## src/rtl/kernel_tap_mac.sv

```systemverilog
// kernel_tap_mac
// 3x3 convolution tap sequencer with a saturating multiply-accumulate stage.
// The nine kernel taps are walked in raster order. For each tap the block drives
// the select code to an external weight mux and takes the weight back in the same
// cycle. It multiplies that weight by the streamed pixel and adds the product into
// a sticky-saturating accumulator. Each start produces one window sum.
module kernel_tap_mac #(
    parameter int PIX_W = 8,
    parameter int ACC_W = 16
) (
    input  logic             clk,
    input  logic             rst,
    input  logic             start,
    input  logic             flush,
    input  logic [PIX_W-1:0] pix_data,
    input  logic             pix_valid,
    output logic             pix_ready,
    output logic [3:0]       select,
    input  logic [3:0]       k_w,
    output logic [ACC_W-1:0] acc_out,
    output logic             sat_out,
    output logic             out_valid,
    input  logic             out_ready,
    output logic             busy
);

    localparam int PROD_W = PIX_W + 4;
    localparam int SUM_W  = ACC_W + 1;

    typedef enum logic [1:0] {
        ST_IDLE = 2'd0,
        ST_TAP  = 2'd1,
        ST_DONE = 2'd2
    } state_t;

    state_t             state_r;
    logic [3:0]         tap_idx_r;
    logic [ACC_W-1:0]   acc_r;
    logic               sat_r;

    logic [PROD_W-1:0]  prod_s;
    logic [SUM_W-1:0]   sum_s;
    logic [ACC_W-1:0]   acc_next_s;
    logic               sat_next_s;
    logic               accept_s;

    // Raster-order tap index to weight-mux select code; unused indices select nothing.
    function automatic logic [3:0] tap_code(input logic [3:0] idx);
        logic [3:0] code;
        case (idx)
            4'd0:    code = 4'b0001;
            4'd1:    code = 4'b0111;
            4'd2:    code = 4'b0010;
            4'd3:    code = 4'b0110;
            4'd4:    code = 4'b1111;
            4'd5:    code = 4'b0101;
            4'd6:    code = 4'b0011;
            4'd7:    code = 4'b1000;
            4'd8:    code = 4'b0100;
            default: code = 4'b0000;
        endcase
        return code;
    endfunction

    // Product, one-bit-wider sum and the clamped next accumulator value.
    always_comb begin
        prod_s   = PROD_W'(pix_data) * PROD_W'(k_w);
        sum_s    = {1'b0, acc_r} + SUM_W'(prod_s);
        accept_s = pix_valid & pix_ready;
        if (sum_s[ACC_W]) begin
            acc_next_s = {ACC_W{1'b1}};
            sat_next_s = 1'b1;
        end else begin
            acc_next_s = sum_s[ACC_W-1:0];
            sat_next_s = sat_r;
        end
    end

    // Sequencer FSM with all outputs registered; flush overrides every handshake.
    always_ff @(posedge clk or posedge rst) begin
        if (rst) begin
            state_r   <= ST_IDLE;
            tap_idx_r <= 4'd0;
            acc_r     <= {ACC_W{1'b0}};
            sat_r     <= 1'b0;
            acc_out   <= {ACC_W{1'b0}};
            sat_out   <= 1'b0;
            out_valid <= 1'b0;
            pix_ready <= 1'b0;
            select    <= 4'b0000;
            busy      <= 1'b0;
        end else if (flush) begin
            state_r   <= ST_IDLE;
            tap_idx_r <= 4'd0;
            acc_r     <= {ACC_W{1'b0}};
            sat_r     <= 1'b0;
            out_valid <= 1'b0;
            pix_ready <= 1'b0;
            select    <= 4'b0000;
            busy      <= 1'b0;
        end else begin
            case (state_r)
                ST_IDLE: begin
                    if (start) begin
                        state_r   <= ST_TAP;
                        tap_idx_r <= 4'd0;
                        acc_r     <= {ACC_W{1'b0}};
                        sat_r     <= 1'b0;
                        pix_ready <= 1'b1;
                        select    <= tap_code(4'd0);
                        busy      <= 1'b1;
                    end else begin
                        state_r   <= ST_IDLE;
                    end
                end
                ST_TAP: begin
                    if (accept_s) begin
                        acc_r <= acc_next_s;
                        sat_r <= sat_next_s;
                        if (tap_idx_r == 4'd8) begin
                            state_r   <= ST_DONE;
                            tap_idx_r <= 4'd0;
                            acc_out   <= acc_next_s;
                            sat_out   <= sat_next_s;
                            out_valid <= 1'b1;
                            pix_ready <= 1'b0;
                            select    <= 4'b0000;
                        end else begin
                            tap_idx_r <= tap_idx_r + 4'd1;
                            select    <= tap_code(tap_idx_r + 4'd1);
                        end
                    end else begin
                        state_r <= ST_TAP;
                    end
                end
                ST_DONE: begin
                    if (out_ready) begin
                        out_valid <= 1'b0;
                        if (start) begin
                            state_r   <= ST_TAP;
                            tap_idx_r <= 4'd0;
                            acc_r     <= {ACC_W{1'b0}};
                            sat_r     <= 1'b0;
                            pix_ready <= 1'b1;
                            select    <= tap_code(4'd0);
                            busy      <= 1'b1;
                        end else begin
                            state_r <= ST_IDLE;
                            busy    <= 1'b0;
                        end
                    end else begin
                        state_r <= ST_DONE;
                    end
                end
                default: begin
                    state_r   <= ST_IDLE;
                    tap_idx_r <= 4'd0;
                    acc_r     <= {ACC_W{1'b0}};
                    sat_r     <= 1'b0;
                    out_valid <= 1'b0;
                    pix_ready <= 1'b0;
                    select    <= 4'b0000;
                    busy      <= 1'b0;
                end
            endcase
        end
    end

endmodule

```

## config.mk

```make
export PLATFORM = sky130hd
export DESIGN_NAME = kernel_tap_mac
export DESIGN_NICKNAME = d
export VERILOG_FILES = /design/src/rtl/kernel_tap_mac.sv
export SDC_FILE = /design/constraint.sdc
export NUM_CORES = 1
export LEC_CHECK = 0
export ABC_AREA = 1
export ABC_CLOCK_PERIOD_IN_PS = 2400
export CELL_PAD_IN_SITES_DETAIL_PLACEMENT = 0
export CELL_PAD_IN_SITES_GLOBAL_PLACEMENT = 1
export CORE_MARGIN = 8
export CORE_UTILIZATION = 43
export CTS_BUF_LIST = sky130_fd_sc_hd__clkbuf_4
export CTS_CLUSTER_DIAMETER = 80
export DETAILED_ROUTE_END_ITERATION = 16
export MAX_ROUTING_LAYER = met4
export PLACE_DENSITY = 0.8
export SYNTH_ARGS = -nofsm -noshare
export SYNTH_HDL_FRONTEND = slang
export SYNTH_SLANG_ARGS = --single-unit
```

## constraint.sdc

```tcl
create_clock -name clk -period 2.4 [get_ports clk]
set_input_delay 0.24 -clock clk [delete_from_list [all_inputs] [get_ports clk]]
set_output_delay 0.24 -clock clk [all_outputs]
set_load 0.02 [all_outputs]
```

==> metrics.txt, run 1 <==
# setup viols final=34; Worst Path Required=about 2.7 ns; Final ANT Viol Nets=0; combinational share of power=56.2%; R2R Path End=acc_out[7]$_DFFE_PP0P_; layout cells sized above 1=between 30% and 40%; register area=1176 um^2; crit share post-route=121.4%; first-pass GRT wire length=17320 um; Clk pwr share=14.0%; port bufs=41; critical path peak fanout=8; critical path class=input port to flop; post-synthesis mux area share=0%; Pwr Total=between 3 and 4 mW; Mapped Area=a little under 4000 um^2; Setup WS post-layout=-0.5140 ns; worst r2r src=acc_r[2]$_DFFE_PP0P_; Via density=approximately 4.7; Slew Limit Fails=0; CP endpoint kind=flop; R2R depth=12; RSZ-0062 raised after global routing=yes; post-DP HPWL=7608 um; Clock Path Buffers=2; Synth warnings=0; PwrDens=564.1 nW/um^2; syn avg cell area=7.130 um^2; slew margin rel.=60.22%; final non-filler cell area=roughly 5500 um^2; post-layout minimum cycle time=2.914 ns; Leakage Power=3.094 nW; CTS tree=built; initial core utilization=43.57%; drt pass-1 iters=4; Worst VDD drop=520.1 uV; Core Rows=35; antenna diode instance count=0; drt total wl=9890 um; flop-to-flop setup slack=-0.08 ns; flops & latches, synth=47; clock skew=roughly 0.013 ns; syn_nets=620; run status=finished, violations left; compound-cell area share of the yosys netlist=under 10%; fmax=between 300 and 400 MHz; Gate Count Post-Synth=554; DR vias=3584; multi-input combinational cell area=2745 um^2; Worst-path clk slew=0.16 ns; Arrival @ worst endpoint=3.19 ns; Ports=42; total grt overflow=0; XOR/XNOR Fraction of Synth Area=1.330%; GR Util met3=2.814%; combinational family with the most area after synthesis=simple AND/OR/NAND/NOR gates; Die H=111.8 um; drt initial violations=137; P_int=1.766 mW; Die W=111.8 um; Synth Area in Adders=19.20%; Worst-Margin Slew=between 0.5 and 0.6 ns; die area=12510 um^2; P_sw=1.318 mW; Placer Congestion=roughly 0.86; DP Area=slightly below 5000 um^2; largest net degree at the start of global routing=48; Synth cell types=34; # fillers=841; core area=approximately 9000 um^2; Hold WC Path Type=input port to async pin; startpoint class of the critical path=input port; TritonCTS Buffers=5; gr usage total=17.06%; DRC errors left=0; failing checks=negative setup slack; worst-skew pair later-pin latency=0.37 ns; antenna violations before repair=0; Nets=712; drt wl/cell=13.05 um; vias in the first global route=approximately 3800; CTS root buffer=clkbuf_4; M1 GR Usage=21.34%; H-tree depth=2; sequential area share after synthesis=29.78%; Layout area overhead=38.39%; global-route layer with the greatest usage=met2; met2 Track Usage GR=28.39%; register share of total power=roughly 30%; Post-Synth Simple-Gate Area=a little under a third; sinks on the clock net=47; Final Hold Vio Count=0; switching share of power=around 43%; maxcap violations=0
[cell usage in the layout (no fill, tap or decap), types with 3 or more instances in the layout]
| cell | n |
|---|---|
| buf_8 | 3 |
| nand2_4 | 11 |
| ha_1 | 20 |
| buf_12 | 3 |
| nor2_4 | 11 |
| o21ai_2 | 5 |
| clkdlybuf4s50_1 | 29 |
| buf_4 | 47 |
| clkbuf_4 | 5 |
| inv_2 | 25 |
| ha_4 | 7 |
| fa_1 | 19 |
| xor2_1 | 3 |
| nor2_1 | 15 |
| inv_1 | 105 |
| nand3_1 | 15 |
| nand3_2 | 5 |
| nand3_4 | 7 |
| buf_6 | 6 |
| nand4_1 | 4 |
| a21oi_1 | 3 |
| o21ai_0 | 7 |
| nand2_1 | 148 |
| nand2_2 | 44 |
| nor2_2 | 3 |
| dfrtp_1 | 47 |
| o21ai_1 | 16 |
| a21oi_2 | 3 |
[cells by family after synthesis]
family	count (synthesis)
AOI/OAI and AO/OA	41
xor gates and xnor gates	6
buffers and inverters	139
and+or+nand+nor	273
adders and majority gates	48
DFF	47
[sequential cells by signal, summed over array words and instances, names as in the netlist, 2 cells and up]
| register | cells |
|---|---|
| state_r | 2 |
| acc_r | 16 |
| select | 4 |
| tap_idx_r | 4 |
| acc_out | 16 |
[worst max-delay path: stages]
cell,delay (ns)
buf_8,0.11
nand2_4,0.06
inv_2,0.04
fa_1,0.49
fa_1,0.49
inv_1,0.05
fa_1,0.49
inv_2,0.05
ha_4,0.23
nand2_2,0.07
nand2_2,0.07
inv_2,0.05
nand2_2,0.06
inv_2,0.07
nand2_4,0.07
a21oi_4,0.18
buf_12,0.17
nand3_4,0.08
nand2_2,0.07
nand2_1,0.05
[worst max path at each step]
stage                 from                 endpoint  slack (ns)  cells after the start
5_1_grt             k_w[1]    acc_r[15]$_DFFE_PP0P_       -0.63                     20
2_1_floorplan       k_w[1]   acc_out[3]$_DFFE_PP0P_       -0.82                     19
4_1_cts             k_w[3]  acc_out[10]$_DFFE_PP0P_       -0.58                     20
6_report       pix_data[4]  acc_out[10]$_DFFE_PP0P_       -0.51                     20
3_3_place_gp        k_w[1]  acc_out[10]$_DFFE_PP0P_       -1.43                     20
3_5_place_dp        k_w[1]  acc_out[13]$_DFFE_PP0P_       -1.51                     16
[synth_stat cells (all sizes together)]
cell / instances / area (um^2)
a21oi: 8 / 51.30
a31oi: 1 / 6.260
and2: 3 / 20.02
buf: 2 / 22.52
clkbuf: 6 / 22.52
dfrtp: 47 / 1176
fa: 21 / 420.4
ha: 27 / 337.8
inv: 131 / 494.2
nand2: 203 / 787.0
nand3: 26 / 147.7
nand3b: 2 / 15.01
nand4: 4 / 25.02
nor2: 31 / 171.4
nor3: 2 / 10.01
o2111ai: 1 / 8.760
o21ai: 28 / 147.7
o22a: 1 / 8.760
o22ai: 2 / 12.51
or2: 2 / 12.51
xor2: 6 / 52.55
[metal layers]
layer / part of all wire [%] / vias up
met3: 2.9 / 6
met1: 47 / 1680
met4: 0.66 / 0
li1: - / 1838
met5: 0 / -
met2: 50 / 60
[metrics by stage]
step	setup slack (ns)	hold slack [ns]	TNS [ns]	std cells	utilization (%)
floorplan	-0.8173	0.3135	-25.42	554	-
global placement	-1.430	0.4617	-47.12	739	53.90
detailed placement	-1.513	0.4651	-49.58	739	53.90
CTS	-0.5764	0.3335	-18.23	751	57.10
global route	-0.6253	0.3919	-19.07	758	60.30
finish	-0.5140	0.3235	-15.39	758	60.30
[cell type report]
class,count,share of cell area (%)
Timing Repair Buffer,92,15.50
Clock buffer,5,0.6867
Tap cell,111,2.541
Multi-Input combinational cell,369,50.22
Inverter,131,9.041
Clock inverter,3,0.5035
Sequential cell,47,21.52
[power by group through the flow]
stage / clock (mW) / sequential [mW] / combinational [mW]
after floorplan: 0 / 0.965 / 0.870
after global placement: 0 / 0.934 / 1.32
after detailed placement: 0 / 0.934 / 1.34
after CTS: 0.444 / 0.920 / 1.54
after global routing: 0.469 / 0.932 / 1.92
final: 0.431 / 0.921 / 1.73
[what timing repair did]
action | in CTS | in global routing
setup buffers | 3 | 7
resized for setup | 104 | 73
gates cloned | 1 | 0
endpoints found under the setup margin | 34 | 34
hold buffers | 0 | 0
pin swaps | 39 | 31
No activity file was read; power rests on OpenSTA's default activity.
==> run 2: changes to the inputs <==
- ABC_CLOCK_PERIOD_IN_PS: 2400 -> 3780
- CORE_UTILIZATION: 43 -> 45
- PLACE_DENSITY: 0.8 -> 0.83
- RECOVER_POWER: unset -> 50
- TNS_END_PERCENT: unset -> 1
- clock period: 2.4 -> 3.78 ns (I/O delays scaled with it)
==> metrics.txt, run 2 (synthesized netlist as in run 1, its figures left out) <==
run status=finished, violations left; failing checks=max-capacitance violations, max-slew violations; Leakage Power=2.931 nW (-5.3%); antenna diode instance count=0 (unchanged); vias in the first global route=3465 (-8.0%); Setup WS post-layout=0.1712 ns (+0.6852 ns); drt wl/cell=12.41 um (-4.9%); Pwr Total=1.649 mW (-47%); Worst Path Required=4.09 ns (+1.41 ns); hold path endpoint=acc_out[13]$_DFFE_PP0P_; total grt overflow=0 (unchanged); startpoint class of the critical path=input port; Final ANT Viol Nets=0 (unchanged); critical path class=input port to flop; port bufs=41 (unchanged); die area=12030 um^2 (-3.8%); Placer Congestion=0.8920 (+3.9%); Max stage delay on crit path=0.55 ns (+0.06 ns); worst-skew pair later-pin latency=0.39 ns (+0.02 ns); Ports=42 (unchanged); # fillers=866 (+3.0%); crit share post-route=between 90% and 100%; R2R depth=14 (+2); commonest non-fill, non-tap cells in the layout=190 x nand2_1, 126 x inv_1, 47 x dfrtp_1; most common cell after layout, fill and taps aside=nand2_1; utilization after layout=55.75% (-4.6 points); Worst-Margin Slew=1.780 ns (+1.184 ns); Worst VDD drop=228.3 uV (-56%); Layout area overhead=21.89%; cells along the critical path=clkdlybuf4s50_1, nand2_1, inv_1, fa_1, fa_1, inv_1, fa_1, inv_1, ha_1, nand2_1, nor2_1, nand2_2, nand2_4, nand2_4, nand3_4, nor2_2, o21ai_0; slew margin rel.=-18.83% (-79 points); post-DP HPWL=7221 um (-5.1%); Nets=688 (-3.4%); post-layout minimum cycle time=3.609 ns; Clock Path Buffers=2 (unchanged); Final Hold Vio Count=0 (unchanged); CTS root buffer=clkbuf_4; sinks on the clock net=47 (unchanged); worst r2r src=acc_r[9]$_DFFE_PP0P_; Via density=4.702 (-0.56%); biggest regs=acc_out (16), acc_r (16); PwrDens=342.6 nW/um^2 (-39%); drt total wl=9069 um (-8.3%); drt initial violations=75 (-45%); Post-CTS Hold Fix Bufs=0 (unchanged); largest net degree at the start of global routing=48 (unchanged); clock skew=0.009133 ns (-0.003853 ns); DR vias=3437 (-4.1%); Die H=109.7 um (-1.9%); initial core utilization=45.74% (+2.2 points); placed cell count=721 (-2.4%); delay-heaviest family, CP=adder cells; CTS tree=built; maxcap violations=1 (+1); layout cells sized above 1=12.68% (-19 points); DRC errors left=0 (unchanged); hold depth=2; core area=8636 um^2 (-4.7%); hold slack=0.4989 ns (+0.1755 ns); drt pass-1 iters=4 (unchanged); R2R Path End=acc_out[11]$_DFFE_PP0P_; Setup WS pre-CTS=-0.4857 ns (+1.027 ns); critical path peak fanout=5 (-3); Die W=109.7 um (-1.9%); worst path bufs/invs=4 (-3); flop-to-flop setup slack=1.29 ns (+1.37 ns); gr usage total=16.75% (-0.32 points); Core Rows=34 (-2.9%); H-tree depth=2 (unchanged); CP endpoint kind=flop; first-pass GRT wire length=15900 um (-8.2%); sum of negative setup slack=0 ns (+15.39 ns); TritonCTS Buffers=5 (unchanged); antenna violations before repair=0 (unchanged); non-filler cells, final=731 (-3.6%); Arrival @ worst endpoint=3.92 ns (+0.73 ns); Hold WC Path Type=flop to flop; fmax=277.1 MHz; # setup viols final=0 (-100%); DP Area=4646 um^2 (-4.9%); CP max stage cell=fa_1; HP Start=acc_out[13]$_DFFE_PP0P_; total setup buffers inserted after CTS=0 (-3); Slew Limit Fails=48 (+48); final non-filler cell area=4815 um^2 (-12%); Worst-path clk slew=0.16 ns (about the same)
## run 2: changes by cell type in the layout (fill, tap and decap cells not counted), sizes merged
cell           previous run  this run
buf                      60        26
dlygate4sd2               1         2
dlygate4sd3               0         4
clkdlybuf4s50            29        30
dlymetal6s2s              1         5
a21oi                     8         9
clkbuf                    6         5
## run 2: layout make-up
| type | instances | area (um^2) | area share (%) |
|---|---|---|---|
| multi-input combinational | 370 | 2328 | 48.36 |
| sequential | 47 | 1176 | 24.43 |
| timing repair buffer | 67 | 615.6 | 12.79 |
| inverter | 131 | 494.2 | 10.27 |
| tap | 108 | 135.1 | 2.807 |
| clock buffer | 5 | 37.54 | 0.7796 |
| clock inverter | 3 | 27.53 | 0.5717 |
## run 2: how the worst max path moves through the flow
stage,start,to,slack [ns],depth (start not counted)
after CTS,k_w[3],acc_out[11]$_DFFE_PP0P_,-0.01,19
after detailed placement,k_w[2],acc_out[9]$_DFFE_PP0P_,-0.49,14
after global routing,k_w[2],acc_out[14]$_DFFE_PP0P_,-0.005,19
after global placement,k_w[2],acc_out[9]$_DFFE_PP0P_,-0.43,14
after floorplan,k_w[2],acc_r[14]$_DFFE_PP0P_,0.25,19
final,pix_data[1],acc_out[6]$_DFFE_PP0P_,0.17,17
## run 2: routing by layer
metal / part of all wire, % / routed length, um / track usage [%]
met1: 48 / 4316 / 21.63
met2: 47 / 4291 / 27.22
met3: 4.1 / 374 / 2.579
met4: 0.96 / 87 / 3.472
met5: 0 / 0 / -
## run 2: what timing repair did
item | 4_1_cts | 5_1_grt
endpoints found under the setup margin | 18 | 34
pin swaps | 0 | 4
resized for setup | 3 | 28
endpoints found under the hold margin | 0 | 0
cloned | 0 | 2
## run 2: power breakdown
group	internal, mW	switching [mW]	leakage (nW)
clock network	0.0798	0.196	0.0337
registers	0.543	0.0401	0.647
logic	0.334	0.456	2.25
total	0.957	0.692	2.93
## run 2: tightest hold or removal path: cells and delay by family (launching register included)
kind	cells	cell delay, ns
flops	1	0.37
simple gates	2	0.11
==> run 3: changes to the inputs <==
- CTS_BUF_LIST: sky130_fd_sc_hd__clkbuf_4 -> unset
==> metrics.txt, run 3 (synthesized netlist as in run 1, its figures left out) <==
failing checks=max-capacitance violations, max-slew violations; Nets=688 (unchanged); CTS tree=built; TritonCTS Buffers=5 (unchanged); CP max stage cell=fa_1; commonest non-fill, non-tap cells in the layout=186 x nand2_1, 125 x inv_1, 47 x dfrtp_1; clock skew=0.004215 ns (-0.004919 ns); Hold WC Path Type=flop to flop; vias in the first global route=3507 (+1.2%); # setup viols final=0 (unchanged); slew margin rel.=-19.92% (-1.1 points); port bufs=41 (unchanged); crit share post-route=95.80% (+0.33 points); R2R depth=11 (-3); Final ANT Viol Nets=0 (unchanged); Leakage Power=2.915 nW (-0.53%); Die H=109.7 um (unchanged); DRC errors left=0 (unchanged); largest net degree at the start of global routing=48 (unchanged); CP endpoint kind=flop; HP Start=select[0]$_DFFE_PP0P_; post-layout minimum cycle time=3.621 ns (+0.01242 ns); CTS root buffer=clkbuf_8; run status=finished, violations left; Setup WS pre-CTS=-0.4857 ns (unchanged); Worst-path clk slew=0.10 ns (-0.06 ns); Worst-Margin Slew=1.797 ns (+0.01627 ns); Worst VDD drop=277.9 uV (+22%); Placer Congestion=0.8920 (unchanged); most common cell after layout, fill and taps aside=nand2_1; worst r2r src=acc_r[9]$_DFFE_PP0P_; Clock Path Buffers=2 (unchanged); critical path class=input port to flop; antenna violations before repair=0 (unchanged); drt initial violations=100 (+33%); H-tree depth=2 (unchanged); worst-skew pair later-pin latency=0.31 ns (-0.08 ns); PwrDens=358.9 nW/um^2 (+4.8%); Ports=42 (unchanged); Arrival @ worst endpoint=3.82 ns (-0.10 ns); DR vias=3447 (+0.29%); RSZ-0062 raised after global routing=yes; initial core utilization=45.74% (unchanged); gr usage total=17.24% (+0.50 points); delay-heaviest family, CP=adder cells; startpoint class of the critical path=input port; Worst Path Required=3.98 ns (-0.11 ns); biggest regs=acc_out (16), acc_r (16); R2R Path End=sat_out$_DFFE_PP0P_; Slew Limit Fails=48 (unchanged); total setup buffers inserted after CTS=0 (unchanged); drt pass-1 iters=4 (unchanged); core area=8636 um^2 (unchanged); die area=12030 um^2 (unchanged); critical path peak fanout=5 (unchanged); worst path bufs/invs=6 (+2); Max stage delay on crit path=0.56 ns (about the same); Final Hold Vio Count=0 (unchanged); Core Rows=34 (unchanged); hold depth=2 (unchanged); maxcap violations=1 (unchanged); sinks on the clock net=47 (unchanged); post-DP HPWL=7221 um (unchanged); cells along the critical path=clkdlybuf4s50_1, nand2_1, inv_1, fa_1, fa_1, inv_1, fa_1, inv_1, ha_4, nand2_2, inv_1, nand2_1, nand2_1, inv_2, nand2_4, nand2_4, nand3_4, o21ai_4, nand2_1; hold path endpoint=select[0]$_DFFE_PP0P_; layout cells sized above 1=13.96% (+1.3 points); drt wl/cell=12.61 um (+1.7%); Pwr Total=1.754 mW (+6.4%); Die W=109.7 um (unchanged); Post-CTS Hold Fix Bufs=0 (unchanged); fmax=276.2 MHz (-0.34%); Layout area overhead=23.76%; first-pass GRT wire length=16320 um (+2.6%); antenna diode instance count=0 (unchanged); Via density=4.715 (+0.29%); flop-to-flop setup slack=1.31 ns (+0.02 ns); Setup WS post-layout=0.1588 ns (-0.01242 ns); total grt overflow=0 (unchanged); drt total wl=9220 um (+1.7%)
run 3: report_power, final:
| part | total (mW) | internal [mW] | switching (mW) |
|---|---|---|---|
| Clock | 0.339 | 0.138 | 0.201 |
| Combinational | 0.835 | 0.353 | 0.481 |
| Sequential | 0.581 | 0.543 | 0.0384 |
run 3: worst max-delay path by stage:
stage / startpoint / to / slack, ns / cells past startpoint
final: pix_data[6] / sat_out$_DFFE_PP0P_ / 0.16 / 19
after global routing: pix_data[6] / sat_out$_DFFE_PP0P_ / -0.04 / 19
after CTS: pix_data[1] / acc_out[11]$_DFFE_PP0P_ / 0.005 / 18
after detailed placement: k_w[2] / acc_out[9]$_DFFE_PP0P_ / -0.49 / 14
after global placement: k_w[2] / acc_out[9]$_DFFE_PP0P_ / -0.43 / 14
after floorplan: k_w[2] / acc_r[14]$_DFFE_PP0P_ / 0.25 / 19
run 3: through the flow:
step / hold WS [ns] / TNS, ns / std cells / utilization (%) / area (um^2)
6_report: 0.4848 / 0 / 731 / 56.61 / 4888
4_1_cts: 0.4936 / 0 / 731 / 55.52 / 4795
3_3_place_gp: 0.4634 / -11.98 / 721 / 53.80 / 4646
5_1_grt: 0.5085 / -0.07469 / 731 / 56.61 / 4888
2_1_floorplan: 0.4489 / 0 / 554 / - / 3950
3_5_place_dp: 0.4643 / -13.14 / 721 / 53.80 / 4646
run 3: final cells by class:
class                           count  area [um^2]
Clock buffer                        5        68.82
Clock inverter                      3        27.53
Fill cell                         861         3747
Inverter                          131        494.2
Multi-Input combinational cell    370         2386
Sequential cell                    47         1176
Tap cell                          108        135.1
Timing Repair Buffer               67        600.6
run 3: tightest hold or removal path, stage by stage, from the launching register on:
cell	delay [ns]
dfrtp_1	0.35
nand2_1	0.05
nand2_1	0.06
run 3: timing repair:
| item | 4_1_cts | 5_1_grt |
|---|---|---|
| pin swaps | 3 | 7 |
| resized for setup | 17 | 24 |
| endpoints found under the setup margin | 33 | 34 |
| gates cloned | 2 | 0 |
run 3: layer usage:
metal  routed length, um  vias to the layer above  GRT usage [%]
met5                   0                        -              -
met2                4447                       45          28.34
met3                 269                        8          2.579
li1                    -                     1793              -
met1                4428                     1601          22.02
met4                  75                        0          3.664
